`config.mk`:
```
export PLATFORM = sky130hd
export DESIGN_NAME = serial_full_subtractor
export DESIGN_NICKNAME = d
export VERILOG_FILES = /design/src/rtl/serial_full_subtractor.sv
export SDC_FILE = /design/constraint.sdc
export NUM_CORES = 1
export LEC_CHECK = 0
export ABC_CLOCK_PERIOD_IN_PS = 1900
export CORE_MARGIN = 10
export CORE_UTILIZATION = 30
export DETAILED_ROUTE_END_ITERATION = 6
export HOLD_SLACK_MARGIN = 0.15
export SLEW_MARGIN = 20
export SYNTH_ARGS = -nofsm -noshare
export SYNTH_HDL_FRONTEND = slang
export SYNTH_SLANG_ARGS = --single-unit
```
`constraint.sdc`:
```
create_clock -name clk -period 1.9 [get_ports clk]
set_input_delay 0.19 -clock clk [delete_from_list [all_inputs] [get_ports clk]]
set_output_delay 0.19 -clock clk [all_outputs]
set_load 0.01 [all_outputs]
```
`src/rtl/serial_full_subtractor.sv`:
```
// Bit-serial WIDTH-bit subtractor: diff = a - b, one bit per clock, LSB first.
// A single full-subtractor cell and a registered borrow. The operation is
// started with a start/busy/done handshake, and results are held until the next
// completion.
module serial_full_subtractor #(
  parameter int unsigned WIDTH = 8
) (
  input  logic             clk,
  input  logic             rst_n,
  input  logic             start,
  input  logic [WIDTH-1:0] a,
  input  logic [WIDTH-1:0] b,
  output logic             busy,
  output logic             done,
  output logic [WIDTH-1:0] diff,
  output logic             borrow_out,
  output logic             ovf
);

  localparam int unsigned CNT_W = $clog2(WIDTH);
  localparam logic [CNT_W-1:0] CNT_LAST = CNT_W'(WIDTH - 1);

  localparam logic [1:0] S_IDLE  = 2'd0;
  localparam logic [1:0] S_SHIFT = 2'd1;
  localparam logic [1:0] S_DONE  = 2'd2;

  // Reject illegal widths at elaboration
  if (WIDTH < 2) begin : g_bad_width
    $error("serial_full_subtractor: WIDTH must be >= 2");
  end

  logic [1:0]       state_q, state_d;
  // Minuend register doubles as the result register: each difference bit
  // enters at the MSB as the consumed minuend bit leaves at the LSB.
  logic [WIDTH-1:0] a_sr_q, a_sr_d;
  logic [WIDTH-1:0] b_sr_q, b_sr_d;
  logic [CNT_W-1:0] cnt_q, cnt_d;
  logic             brw_q, brw_d;
  logic             a_msb_q, a_msb_d;
  logic             b_msb_q, b_msb_d;
  logic             busy_q, busy_d;
  logic             done_q, done_d;
  logic [WIDTH-1:0] diff_q, diff_d;
  logic             borrow_out_q, borrow_out_d;
  logic             ovf_q, ovf_d;

  logic ai, bi, bin, d_bit, bout;

  // Full-subtractor cell on the current LSBs and the stored borrow
  always_comb begin
    ai    = a_sr_q[0];
    bi    = b_sr_q[0];
    bin   = brw_q;
    d_bit = ai ^ bi ^ bin;
    bout  = (~ai & bi) | (~(ai ^ bi) & bin);
  end

  // Next-state and registered-output logic
  always_comb begin
    state_d      = state_q;
    a_sr_d       = a_sr_q;
    b_sr_d       = b_sr_q;
    cnt_d        = cnt_q;
    brw_d        = brw_q;
    a_msb_d      = a_msb_q;
    b_msb_d      = b_msb_q;
    busy_d       = busy_q;
    done_d       = 1'b0;
    diff_d       = diff_q;
    borrow_out_d = borrow_out_q;
    ovf_d        = ovf_q;

    case (state_q)
      S_IDLE: begin
        busy_d = 1'b0;
        if (start) begin
          a_sr_d  = a;
          b_sr_d  = b;
          a_msb_d = a[WIDTH-1];
          b_msb_d = b[WIDTH-1];
          brw_d   = 1'b0;
          cnt_d   = '0;
          busy_d  = 1'b1;
          state_d = S_SHIFT;
        end
      end

      S_SHIFT: begin
        a_sr_d = {d_bit, a_sr_q[WIDTH-1:1]};
        b_sr_d = b_sr_q >> 1;
        brw_d  = bout;
        if (cnt_q == CNT_LAST) begin
          diff_d       = {d_bit, a_sr_q[WIDTH-1:1]};
          borrow_out_d = bout;
          ovf_d        = (a_msb_q != b_msb_q) && (d_bit != a_msb_q);
          busy_d       = 1'b0;
          done_d       = 1'b1;
          state_d      = S_DONE;
        end else begin
          cnt_d = cnt_q + CNT_W'(1);
        end
      end

      S_DONE: begin
        busy_d  = 1'b0;
        state_d = S_IDLE;
      end

      default: begin
        busy_d  = 1'b0;
        state_d = S_IDLE;
      end
    endcase
  end

  // State and output registers with asynchronous abort
  always_ff @(posedge clk or negedge rst_n) begin
    if (!rst_n) begin
      state_q      <= S_IDLE;
      a_sr_q       <= '0;
      b_sr_q       <= '0;
      cnt_q        <= '0;
      brw_q        <= 1'b0;
      a_msb_q      <= 1'b0;
      b_msb_q      <= 1'b0;
      busy_q       <= 1'b0;
      done_q       <= 1'b0;
      diff_q       <= '0;
      borrow_out_q <= 1'b0;
      ovf_q        <= 1'b0;
    end else begin
      state_q      <= state_d;
      a_sr_q       <= a_sr_d;
      b_sr_q       <= b_sr_d;
      cnt_q        <= cnt_d;
      brw_q        <= brw_d;
      a_msb_q      <= a_msb_d;
      b_msb_q      <= b_msb_d;
      busy_q       <= busy_d;
      done_q       <= done_d;
      diff_q       <= diff_d;
      borrow_out_q <= borrow_out_d;
      ovf_q        <= ovf_d;
    end
  end

  assign busy       = busy_q;
  assign done       = done_q;
  assign diff       = diff_q;
  assign borrow_out = borrow_out_q;
  assign ovf        = ovf_q;

endmodule

```
# == Yosys cells after proc, flatten, opt, wreduce, memory -nomap -nowiden ==
# Cells that the tools add are included.
# classes
n_addsub,1
n_eq_ne,7
n_mux,17
bitwise_logic,7
reduce_logical,8
# ops
operator,count
$pmux W8 S2,2
$mux W8,2
$reduce_and A2 Y1,4
$mux W3,2
$ne A2 B2 Y1 const B,3
$pmux W3 S2,1
$mux W1,5
$mux W2,2
$pmux W1 S2,2
$pmux W2 S2,1
$add A3 B1 Y3 const B,1
$eq A3 B3 Y1 const B,1
$reduce_and A3 Y1,1
$and A1 B1 Y1,2
$eq A2 B1 Y1 const B,1
$logic_not A2 Y1,1
$ne A1 B1 Y1,2
$not A1 Y1,2
$reduce_bool A2 Y1,1
$xor A1 B1 Y1,2
$logic_and A1 B1 Y1,1
$or A1 B1 Y1,1
# totals
regBits,36
inputBits,19

# == Longest topological paths before layout ==
# Gate-level depths: netlist (run 1).
# depth
word_depth,5
mapped_depth,6

# == Least setup slack after synthesis (run 1) ==
# No wires, ideal clock.
# synth_path
kind,reg2reg
start,register cnt_q[0]
end,"register diff_q[4], in the netlist diff[4]"
setup_time_ps,125
arrival_time_ps,1427
required_time_ps,1775
slack_ps,349
path_stages_with_launch,6
n_path_buf,1
cell_sequence,dfrtp_1 > ha_1 > ha_1 > nand3b_1 > buf_4 > mux2_2
# synth_via
elab_chain_cells,2
# synth_lines
element,line,rtl
start: declaration,37,"logic [CNT_W-1:0] cnt_q, cnt_d;"
start signal: assignment,135,cnt_q <= cnt_d;
$eq A3 B3 Y1,92,if (cnt_q == CNT_LAST) begin
$reduce_and A2 Y1 (no source line),-,
end signal: assignment,141,diff_q <= diff_d;
end: declaration,43,"logic [WIDTH-1:0] diff_q, diff_d;"
# Every way passes these cells.
# A chain may end at the register's enable or synchronous reset.

# == Worst setup path after layout (run 1) ==
# layout_path
start,register cnt_q[0]
end,register cnt_q[0]
# layout_via
elab_chain_cells,3
word_cells_on_any_way,6
classes_between,add/sub: 1; eq/ne: 2; mux: 2; reduce/logical: 1
# layout_lines
element,line
$add A3 B1 Y3 or $eq A3 B3 Y1 (tied branches),"100, 92"
$mux W3 or $ne A2 B2 Y1 (tied branches),-
$pmux W3 S2 or $reduce_and A3 Y1 (tied branches),-
# Several ways; a longest one is shown, not always the timed one. The select of a mux whose other input is x is not followed.

==> flow_metrics.env, run 1 <==
export IMPL_place_congestion=0.7867
export IMPL_clkLatencyLatePin_ns=0.28
export IMPL_drt_first_pass_iters=4
export IMPL_synth_common_cells="dfrtp_1 (36), o21ai_0 (19), nand2_1 (16), a22oi_1 (13), mux2_2 (10)"
export IMPL_cts_tree="done"
export IMPL_synth_seq_cells=36
export IMPL_fill_cells=506
export IMPL_netlist_instances=145
export IMPL_finalSetupTns_ns=0
export IMPL_whs_ns=0.3232
export IMPL_use_met3_pct=3.757
export IMPL_grt_pass1_vias=1241
export IMPL_yosysSeqAreaShare_pct=55.60
export IMPL_synth_cell_types=25
export IMPL_yosys_area_top_type="dfrtp_1"
export IMPL_cts_resized=0
export IMPL_leakage_nw=0.9631
export IMPL_fp_row_count=26
export IMPL_clock_path_buffers=2
export IMPL_ys_top_cells_by_area="dfrtp_1 (56%), mux2_2 (6.9%), a22oi_1 (6.0%)"
export IMPL_post_cts_setup_buffers=0
export IMPL_port_buffers=30
export IMPL_fmax_ghz=0.6255
export IMPL_drive_gt1_share_pct=16.39
export IMPL_cap_violations=0
export IMPL_multi_input_area_um2=653.1
export IMPL_grt_pass1_wl_um=6244
export IMPL_grt_max_degree=37
export IMPL_grt_ovfl_total=0
export IMPL_met1_usage_pct=11.03
export IMPL_hp_class="input port to async pin"
export IMPL_top_usage_layer="met2"
export IMPL_post_drt_wl_per_cell_um=14.26
export IMPL_hpwl_um=2657
export IMPL_final_util_pct=41.00
export IMPL_use_met2_pct=13.40
export IMPL_core_um2=5172
export IMPL_vdd_drop_max_v=0.0004750
export IMPL_cp_required_ns=2.07
export IMPL_cp_start_kind="flop"
export IMPL_die_area_um2=8740
export IMPL_crit_fanout=4
export IMPL_antenna_found_initial=0
export IMPL_max_slew_margin_pct=43.44
export IMPL_synthArstFlopShare_pct=100.0
export IMPL_io_pins=31
export IMPL_drt_first_iter_violations=58
export IMPL_cts_max_level=2
export IMPL_synth_edf_count=0
export IMPL_synth_xor_area_share_pct=0
export IMPL_synth_fa_ha_area_share_pct=2.780
export IMPL_rsz0062_at_grt="no"
export IMPL_area_delta_synth_final_pct=30.89
export IMPL_drc=0
export IMPL_yosysWarnings=0
export IMPL_synth_most_common_cell="dfrtp_1"
export IMPL_fin_skew_ns=0.002620
export IMPL_diodes=0
export IMPL_die_x_um=93.49
export IMPL_layout_nets=205
export IMPL_synth_compound_area_share_pct=16.68
export IMPL_clk_pin_slew_ns=0.07
export IMPL_cts_buffers=5
export IMPL_ant_nets=0
export IMPL_worstMarginPinSlew_ns=0.8466
export IMPL_grt_usage_pct=8.866
export IMPL_initial_core_util_pct=31.33
export IMPL_synth_top_family_by_area="compound AO/OA/AOI/OAI gates"
export IMPL_crit_type="flop to flop"
export IMPL_drv_slew=0
export IMPL_clock_sinks=36
export IMPL_cts_root_buffer="clkbuf_8"
export IMPL_vias_per_cell=4.621
export IMPL_synth_simple_area_share_pct=11.74
export IMPL_syn_nets=167
export IMPL_worst_setup_path_end_kind="flop"
export IMPL_hold_viol_final=0
export IMPL_syn_area_um2=1620
export IMPL_synth_top_area_share_pct=55.60
export IMPL_ys_flop_type="dfrtp_1"
export IMPL_final_min_clock_period_ns=1.599
export IMPL_num_vias=1169
export IMPL_drt_wl_total_um=3608
export IMPL_postCtsHoldBufs=0
export IMPL_register_area_um2=900.9
export IMPL_power_density_nw_per_um2=1406
export IMPL_setup_viol=0
export IMPL_fin_crit_sh_pct=84.14
export IMPL_die_h_um=93.49
export IMPL_synthMuxAreaShare_pct=9.112
export IMPL_arrival_ns=1.77
export IMPL_synth_area_per_cell_um2=11.17
export IMPL_status="completed"
-- logic make-up (layout without fill, tap and decap cells) --
kind of cell | after synthesis | count (layout)
buffers and inverters | 15 | 53
flip-flops | 36 | 36
multiplexers | 13 | 13
adder cells (fa/ha/maj) | 3 | 3
AND/OR/NAND/NOR | 34 | 34
AO/OA/AOI/OAI | 44 | 44
-- through the flow --
stage / total power, mW / std cells / setup WS (ns) / area [µm²]
6_report: 2.983 / 253 / 0.3013 / 2121
5_1_grt: 3.254 / 253 / 0.2221 / 2121
4_1_cts: 3.040 / 253 / 0.2886 / 2121
3_5_place_dp: 2.514 / 246 / 0.2236 / 2039
3_3_place_gp: 2.478 / 246 / 0.3041 / 2039
2_1_floorplan: 2.012 / 145 / 0.3486 / 1620
-- power breakdown --
part	switching, mW	internal, mW	total (mW)
Combinational	0.518	0.653	1.17
Clock	0.269	0.248	0.517
Sequential	0.209	1.08	1.29
Total	0.996	1.99	2.98
-- worst max-delay path, stage by stage, from the launching register on --
cell and delay (ns):
dfrtp_1 0.41, ha_1 0.21, ha_1 0.19, nor2b_1 0.19, o21ba_4 0.20, mux2_4 0.30
-- final timing paths --
kind | start | endpoint | slack, ns | cells past startpoint
worst min-delay path | rst_n | cnt_q[0] | 0.32 | 2
worst max register to register | cnt_q[0] | cnt_q[0] | 0.30 | 5
max in group asynchronous | rst_n | b_sr_q[3] | 1.25 | 2
worst min register to register | ovf | ovf | 0.48 | 2
min in group clk | ovf | ovf | 0.48 | 2
worst max-delay path | cnt_q[0] | cnt_q[0] | 0.30 | 5
-- final cells by class --
type                    instances  share of cell area [%]
flip-flops and latches         36                   42.48
multi-input cells              94                   30.80
repair buffers                 40                   17.70
well taps                      70                   4.130
clock buffers                   5                   3.245
inverters                       6                   1.062
clock inverters                 2                  0.5900
-- flip-flops by register name (all words and copies together), names as in the netlist --
signal,count
bin,1
ovf,1
a_sr_q,8
done,1
a_msb_q,1
busy,1
diff,8
b_msb_q,1
borrow_out,1
cnt_q,3
state_q,2
b_sr_q,8
-- routing by layer --
layer / vias to the layer above / wire length (µm)
met2: 26 / 1682
li1: 579 / -
met5: - / 0
met1: 560 / 1630
met4: 0 / 22
met3: 4 / 272
-- layout by cell type (no fill, tap or decap) --
cell type | synthesis | routed
a21oi_1 | 9 | 9
clkbuf_8 | 0 | 5
mux2i_1 | 2 | 2
buf_4 | 1 | 10
and3b_1 | 2 | 2
clkdlybuf4s50_1 | 0 | 30
o21ai_0 | 19 | 19
mux2_4 | 1 | 1
dfrtp_1 | 36 | 36
nor2b_4 | 1 | 1
nor2b_1 | 4 | 4
inv_1 | 6 | 6
clkinvlp_4 | 0 | 1
o21ba_4 | 1 | 1
a22oi_1 | 13 | 13
fa_1 | 1 | 1
o21bai_1 | 1 | 1
nor2_1 | 2 | 2
nor3b_1 | 1 | 1
nand2b_1 | 1 | 1
nand2_1 | 16 | 16
ha_1 | 2 | 2
a2bb2oi_1 | 1 | 1
and2b_1 | 6 | 6
nand3b_1 | 1 | 1
clkinv_2 | 0 | 1
mux2_2 | 10 | 10
Note: power is estimated with default switching activity, not from simulation.
==> run 2: changes to the inputs <==
Settings changed: ABC_CLOCK_PERIOD_IN_PS 1900 to 1400.
Clock period 1.9 ns to 1.4 ns, I/O delays scaled along.
==> run 2 against run 1 <==
  * The flow now finishes with violations (setup timing)
  * Cell area grew 11%
  * First-iteration DRC count decreased by 62%
  * Highest routed layer unchanged
  * Non-clock buffer count is 18 higher
  * Register-to-register slack got worse by 0.36 ns
  * Final cell count increased by 7.5%
  * Clock skew rose by 0.0024 ns
  * Critical path depth did not move
  * Routed wire length is 7.9% higher
  * Flip-flop and latch count did not move
  * Fmax up 9.3%
==> flow_metrics.env, run 2 (same netlist as run 1, synthesis figures left out) <==
export IMPL_fmax_ghz=0.6836
export IMPL_drt_first_iter_violations=22
export IMPL_port_buffers=30
export IMPL_crit_fanout=6
export IMPL_fp_row_count=26
export IMPL_cap_violations=0
export IMPL_clkLatencyLatePin_ns=0.29
export IMPL_num_vias=1235
export IMPL_final_min_clock_period_ns=1.463
export IMPL_layout_common_cells="dfrtp_1 (35), clkdlybuf4s50_1 (30), buf_4 (23)"
export IMPL_dp_cells=259
export IMPL_ant_nets=0
export IMPL_layout_nets=223
export IMPL_fin_crit_sh_pct=104.5
export IMPL_grt_max_degree=37
export IMPL_cts_root_buffer="clkbuf_8"
export IMPL_io_pins=31
export IMPL_hp_class="input port to async pin"
export IMPL_grt_pass1_wl_um=6458
export IMPL_instances_no_fill=272
export IMPL_cts_max_level=2
export IMPL_place_congestion=0.8199
export IMPL_rsz0062_at_grt="yes"
export IMPL_leakage_nw=1.099
export IMPL_die_h_um=93.49
export IMPL_clk_pin_slew_ns=0.07
export IMPL_cp_slowest_cell="dfrtp_1"
export IMPL_hold_viol_final=0
export IMPL_dpl_instance_area_um2=2180
export IMPL_area_delta_synth_final_pct=45.17
export IMPL_cp_required_ns=1.57
export IMPL_vias_per_cell=4.540
export IMPL_cp_start_kind="flop"
export IMPL_cts_tree="done"
export IMPL_status="finished with violations"
export IMPL_arrival_ns=1.64
export IMPL_initial_core_util_pct=31.33
export IMPL_finalSetupTns_ns=-0.4484
export IMPL_post_drt_wl_per_cell_um=14.31
export IMPL_max_slew_margin_pct=85.08
export IMPL_final_util_pct=45.48
export IMPL_vdd_drop_max_v=0.0009916
export IMPL_violations="setup timing"
export IMPL_grt_ovfl_total=0
export IMPL_antenna_found_initial=0
export IMPL_die_area_um2=8740
export IMPL_cts_buffers=5
export IMPL_hpwl_um=2849
export IMPL_worstMarginPinSlew_ns=0.2238
export IMPL_drv_slew=0
export IMPL_drt_first_pass_iters=4
export IMPL_crit_type="flop to flop"
export IMPL_clock_path_buffers=2
export IMPL_drc=0
export IMPL_max_stage_delay_ns=0.38
export IMPL_grt_usage_pct=9.476
export IMPL_report_power_total_mw=4.589
export IMPL_die_x_um=93.49
export IMPL_fill_cells=502
export IMPL_setup_slack_ns=-0.06280
export IMPL_drive_gt1_share_pct=27.23
export IMPL_layout_commonest_cell="dfrtp_1"
export IMPL_drt_wl_total_um=3892
export IMPL_clock_sinks=36
export IMPL_crit_chain="ha_2 -> ha_4 -> nand3b_1 -> buf_6 -> mux2_4"
export IMPL_worst_setup_path_end_kind="flop"
export IMPL_core_um2=5172
export IMPL_post_route_cell_area_um2=2352
export IMPL_fin_skew_ns=0.005043
export IMPL_grt_pass1_vias=1275
export IMPL_power_density_nw_per_um2=1951
export IMPL_setup_viol=10
export IMPL_diodes=0
export IMPL_regToRegSetupSlack_ns=-0.06
run 2: metal layers:
layer	share of wire, %	wire length, µm	global-route usage (%)
met1	49	1894	12.49
met2	45	1737	13.28
met3	5.6	217	3.677
met4	1.1	43	4.242
met5	0	0	0
run 2: worst max-delay path, delay by kind of cell, from the launching register on:
family | cells | cell delay (ns)
fa+ha+maj | 2 | 0.37
mux | 1 | 0.30
simple gates | 1 | 0.14
flops | 1 | 0.38
buf+inv | 1 | 0.16
run 2: path summary, 6_finish.rpt:
kind,start,endpoint,cells past startpoint
min in group clk,b_sr_q[2],b_sr_q[2],2
max reg2reg,cnt_q[0],diff[7],5
max,cnt_q[0],diff[7],5
min,rst_n,done,2
min reg2reg,b_sr_q[2],b_sr_q[2],2
max in group asynchronous,rst_n,state_q[1],2
run 2: power breakdown:
group | switching [mW] | internal (mW) | total (mW)
clock network | 0.352 | 0.401 | 0.753
registers | 0.305 | 1.47 | 1.78
logic | 0.805 | 1.25 | 2.06
total | 1.46 | 3.13 | 4.59
run 2: layout make-up:
cell class,count,area [µm²],area share (%)
clock buffer,8,90.09,3.830
tap,70,87.58,3.723
multi-input combinational,94,711.9,30.27
inverter,6,22.52,0.9574
sequential,36,902.1,38.35
timing repair buffer,58,538.0,22.87
run 2: through the flow:
step / worst slack, ns / hold WS, ns
2_1_floorplan: -0.06753 / -0.1556
3_3_place_gp: -0.05730 / 0.4588
3_5_place_dp: -0.09678 / 0.4687
4_1_cts: -0.04813 / 0.2208
5_1_grt: -0.1125 / 0.2443
6_report: -0.06280 / 0.2154
run 2: timing repair:
action,4_1_cts,5_1_grt
setup endpoints to repair,12,17
buffers inserted,2,3
resized for setup,9,8
hold buffers,0,0
pin swaps,3,1
